[src/rtl/pclk_rate_ctrl.sv]
// Rate-select sequencer for the glitch-free PIPE clock mux: quiesces pclk users,
// switches the mux rate, waits for its acknowledge, lets the clock settle, then re-enables.
module pclk_rate_ctrl #(
    parameter int QUIESCE_CYCLES = 8,
    parameter int SETTLE_CYCLES  = 16,
    parameter int TIMEOUT_CYCLES = 256,
    parameter int CNT_W          = 9
) (
    input  logic       clk,
    input  logic       rst_n,
    input  logic       req_valid,
    input  logic [1:0] req_rate,
    output logic       req_ready,
    input  logic       switch_ack,
    output logic [1:0] rate,
    output logic       pclk_en,
    output logic       busy,
    output logic       done,
    output logic       err
);

    typedef enum logic [1:0] {
        IDLE,
        QUIESCE,
        WAIT_ACK,
        SETTLE
    } state_t;

    localparam logic [CNT_W-1:0] QUIESCE_LAST = CNT_W'(QUIESCE_CYCLES - 1);
    localparam logic [CNT_W-1:0] SETTLE_LAST  = CNT_W'(SETTLE_CYCLES - 1);
    localparam logic [CNT_W-1:0] TIMEOUT_LAST = CNT_W'(TIMEOUT_CYCLES - 1);

    state_t           state;
    logic [CNT_W-1:0] cnt;
    logic [CNT_W-1:0] cnt_next;
    logic             ack_q;
    logic             ack_rise;
    logic             fail;
    logic [1:0]       target;
    logic [1:0]       old_rate;

    assign ack_rise = switch_ack & ~ack_q;
    assign cnt_next = (cnt == '1) ? cnt : cnt + 1'b1;

    always_ff @(posedge clk) begin
        if (!rst_n) begin
            state     <= IDLE;
            cnt       <= '0;
            ack_q     <= 1'b0;
            fail      <= 1'b0;
            target    <= '0;
            old_rate  <= '0;
            rate      <= '0;
            pclk_en   <= 1'b1;
            busy      <= 1'b0;
            req_ready <= 1'b1;
            done      <= 1'b0;
            err       <= 1'b0;
        end else begin
            ack_q <= switch_ack;
            done  <= 1'b0;
            err   <= 1'b0;
            case (state)
                IDLE: begin
                    if (req_valid) begin
                        if (req_rate == 2'b11) begin
                            err <= 1'b1;
                        end else if (req_rate == rate) begin
                            done <= 1'b1;
                        end else begin
                            target    <= req_rate;
                            old_rate  <= rate;
                            pclk_en   <= 1'b0;
                            busy      <= 1'b1;
                            req_ready <= 1'b0;
                            cnt       <= '0;
                            state     <= QUIESCE;
                        end
                    end
                end
                QUIESCE: begin
                    if (cnt == QUIESCE_LAST) begin
                        rate  <= target;
                        cnt   <= '0;
                        state <= WAIT_ACK;
                    end else begin
                        cnt <= cnt_next;
                    end
                end
                WAIT_ACK: begin
                    // An ack edge on the timeout cycle still counts as success.
                    if (ack_rise) begin
                        fail  <= 1'b0;
                        cnt   <= '0;
                        state <= SETTLE;
                    end else if (cnt == TIMEOUT_LAST) begin
                        rate  <= old_rate;
                        err   <= 1'b1;
                        fail  <= 1'b1;
                        cnt   <= '0;
                        state <= SETTLE;
                    end else begin
                        cnt <= cnt_next;
                    end
                end
                SETTLE: begin
                    if (cnt == SETTLE_LAST) begin
                        pclk_en   <= 1'b1;
                        busy      <= 1'b0;
                        req_ready <= 1'b1;
                        done      <= ~fail;
                        cnt       <= '0;
                        state     <= IDLE;
                    end else begin
                        cnt <= cnt_next;
                    end
                end
                default: state <= IDLE;
            endcase
        end
    end

endmodule
[config.mk]
export PLATFORM = sky130hd
export DESIGN_NAME = pclk_rate_ctrl
export DESIGN_NICKNAME = d
export VERILOG_FILES = /design/src/rtl/pclk_rate_ctrl.sv
export SDC_FILE = /design/constraint.sdc
export NUM_CORES = 1
export LEC_CHECK = 0
export BUFFER_PORTS_ARGS = -buffer_cell sky130_fd_sc_hd__clkbuf_2
export CORE_MARGIN = 10
export CORE_UTILIZATION = 52
export CTS_CLUSTER_SIZE = 12
export DETAILED_ROUTE_END_ITERATION = 16
export HOLD_SLACK_MARGIN = 0.05
export PLACE_DENSITY_LB_ADDON = 0.08
export SYNTH_ARGS = -nofsm -noshare
export SYNTH_HDL_FRONTEND = slang
export SYNTH_SLANG_ARGS = --single-unit
[constraint.sdc]
create_clock -name clk -period 1.79 [get_ports clk]
set_input_delay 0.2685 -clock clk [delete_from_list [all_inputs] [get_ports clk]]
set_output_delay 0.2685 -clock clk [all_outputs]
set_load 0.02 [all_outputs]
==> results.md <==
* Result of the run: finished with violations
* Violated checks: setup timing
* Critical path origin: cnt[4]
* Flop2flop setup slack at -0.11 ns
* CP top delay family: compound AO/OA/AOI/OAI gates
* Post-synth ARST share at 0
* DRT antenna net count at 0
* CP arrival at 2.13 ns
* Clk slew on worst S/H paths at 0.13 ns
* Fin nets at 206
* Synth Area in Adders at 0.0472
* Fin. max-slew vios at 0
* Skew final at 0.00782 ns
* Setup WS pre-CTS at -0.0860 ns
* Synthesis-stage register bit count at 23
* Most frequent cells after synthesis: dfxtp_1, a21oi_1, inv_1, nand2_1, nor2_1
* Crit Path Category: register to register
* Share of layout cells above drive strength 1 at 0.402
* CTS tree: yes
* Dpl hpwl at 2.67 mm
* Max clock buf depth at 2
* Critical R2R Launch: cnt[4]
* DRC at 0
* Cell Area, Placed at 0.00159 mm2
* Die X at 70.5 um
* Library cells used by synthesis at 44
* Setup crit end kind: register
* Fin area at 0.00174 mm2
* Cell with the most instances after synthesis: dfxtp_1
* # diodes at 0
* # rows at 18
* Largest net degree at the start of global routing at 13
* Max Fanout on Critical Path at 7
* Drt wl/cell at 16.3 um
* Worst-Margin Slew at 0.422 ns
* Post-Synth Simple-Gate Area at 0.230
* WP data required at 2.02 ns
* Die Ht at 70.5 um
* Cell depth of the worst min-delay path at 2
* Hold Vio Cnt, Final at 0
* Detailed-route via count at 1308
* Total iterations of the first detailed-routing run at 4
* First-pass GRT wire length at 6.07 mm
* Post-Synth XOR/XNOR Area at 0.0132
* Routed vias/inst at 5.84
* Syn avg cell area at 8.73 um2
* Largest cells by area after synthesis: dfxtp_1, mux2i_1, ha_1
* Worst R2R End: cnt[2]
* Setup crit end: cnt[2]
* Largest family of logic cells by synthesized area: simple AND/OR/NAND/NOR gates
* Drt initial violations at 112
* Reg2reg path depth at 5
* Minimum clock period at 1.90 ns
* PortBufs at 12
* Max-slew headroom at 0.718
* Mux share of post-synthesis cell area at 0.0755
* GRT Util Overall at 0.143
* Placed cells at 215
* Period utilisation layout at 1.06
* GRT overflow at 0
* Num CTS Buffers at 3
* Setup TNS at -0.949 ns
* Initial antenna violation count at 0
* Fmax at 0.526 GHz
* Leak at 0.700 nW
* Core area at 0.00245 mm2
* CTS Root Cell: clkbuf_4
* Worst-case vdd ir drop at 1100 uV
* # Max-Cap Violations at 0
* Worst-path cell chain: or4_4 -> o41ai_4 -> a21o_2 -> a311o_2 -> nor3_2
* Initial core utilization at 0.540
* Post-route setup slack at -0.110 ns
* Synth Area in Compound Gates at 0.219
* Highest-delay cell along the critical path: or4_4
* Synth Flop Type: dfxtp_1
* Worst hold path type: primary input to register
* Post-synth EDFFs at 0
* CP startpoint kind: register
* RD Place Congestion at 0.898
* Mapped Nets at 163
* H-Tree Depth at 1
* Fillcell total at 199
* Post-synthesis sequential area ratio at 0.347
* Routed wire length at 3.65 mm
* Layout area overhead at 31.4%
* Post-Synthesis Cells at 152
* Buf/Inv on CP at 0
* WP depth at 5
* Vias in the first global route at 1296
* Area of the mapped netlist at 0.00133 mm2
* Die area at 0.00497 mm2
* Synth top area share at 0.347
* Ports at 13
* YS warnings at 0
* Post-synth top area cell: dfxtp_1
* Total power at 2.31 mW
* Sink Count at 23
* Final setup violation count at 11
* Post-Layout Cell Count at 224
* Clk Latency, worst-skew pair at 0.32 ns
* Largest stage delay on the critical path at 0.57 ns
* RSZ-0062 raised after global routing: yes
* Power per cell area at 1330 mW/mm2
power by group:
group,leakage (nW),switching [mW],internal (mW)
sequential,0.188,0.0765,0.599
clock,0.0150,0.161,0.0872
combinational,0.497,0.722,0.665
per-layer routing:
metal | up-vias | part of all wire | GRT usage | routed length (um)
li1 | 637 | - | - | -
met1 | 624 | 0.46 | 0.179 | 1670
met2 | 43 | 0.48 | 0.239 | 1730
met3 | 4 | 0.057 | 0.0353 | 206
met4 | 0 | 0.011 | 0.0351 | 40
met5 | - | 0 | 0 | 0
how the worst min path moves through the flow:
| stage | startpoint | endpoint | slack [ns] |
|---|---|---|---|
| 6_report | switch_ack | fail | 0.18 |
| 2_1_floorplan | switch_ack | fail | 0.38 |
| 5_1_grt | switch_ack | fail | 0.18 |
| 3_5_place_dp | busy | busy | 0.47 |
| 4_1_cts | switch_ack | fail | 0.17 |
| 3_3_place_gp | busy | busy | 0.45 |
per-stage QoR:
| step | util | hold WS (ns) |
|---|---|---|
| 2_1_floorplan | - | 0.377 |
| 3_3_place_gp | 0.646 | 0.450 |
| 3_5_place_dp | 0.646 | 0.470 |
| 4_1_cts | 0.673 | 0.168 |
| 5_1_grt | 0.710 | 0.183 |
| 6_report | 0.710 | 0.176 |
cell type report:
cell class | instances | area [um2] | area share
inverter | 11 | 41.3 | 0.0237
sequential | 23 | 463 | 0.266
multi-input combinational | 112 | 871 | 0.500
clock buffer | 4 | 26.3 | 0.0151
tap | 30 | 37.5 | 0.0215
timing repair buffer | 44 | 304 | 0.174
state kept, by name, summed over array words and instances, names as in the netlist:
signal,flops
ack_q,1
busy,1
cnt,9
done,1
err,1
fail,1
old_rate,2
pclk_en,1
rate,2
state,2
target,2
logic make-up after synthesis:
logic type,after synthesis
AOI/OAI and AO/OA,39
xor gates and xnor gates,2
adders and majority gates,5
buffers and inverters,17
DFF,23
muxes,10
and+or+nand+nor,56
cell usage in the layout (no fill, tap or decap), types with 5 or more instances in the layout:
cell	instances
a21oi_2	7
buf_4	31
clkbuf_2	12
dfxtp_1	21
ha_1	5
inv_1	11
mux2i_1	10
nand2_1	11
nand3_1	5
nor2_1	11
o21ai_0	7
timing repair:
item                       CTS  global route
hold buffers                 0             0
setup buffers                2             3
setup endpoints to repair   14            15
pin swaps                    5             8
gates resized for setup      5            17
(Power assumes the default switching activity.)
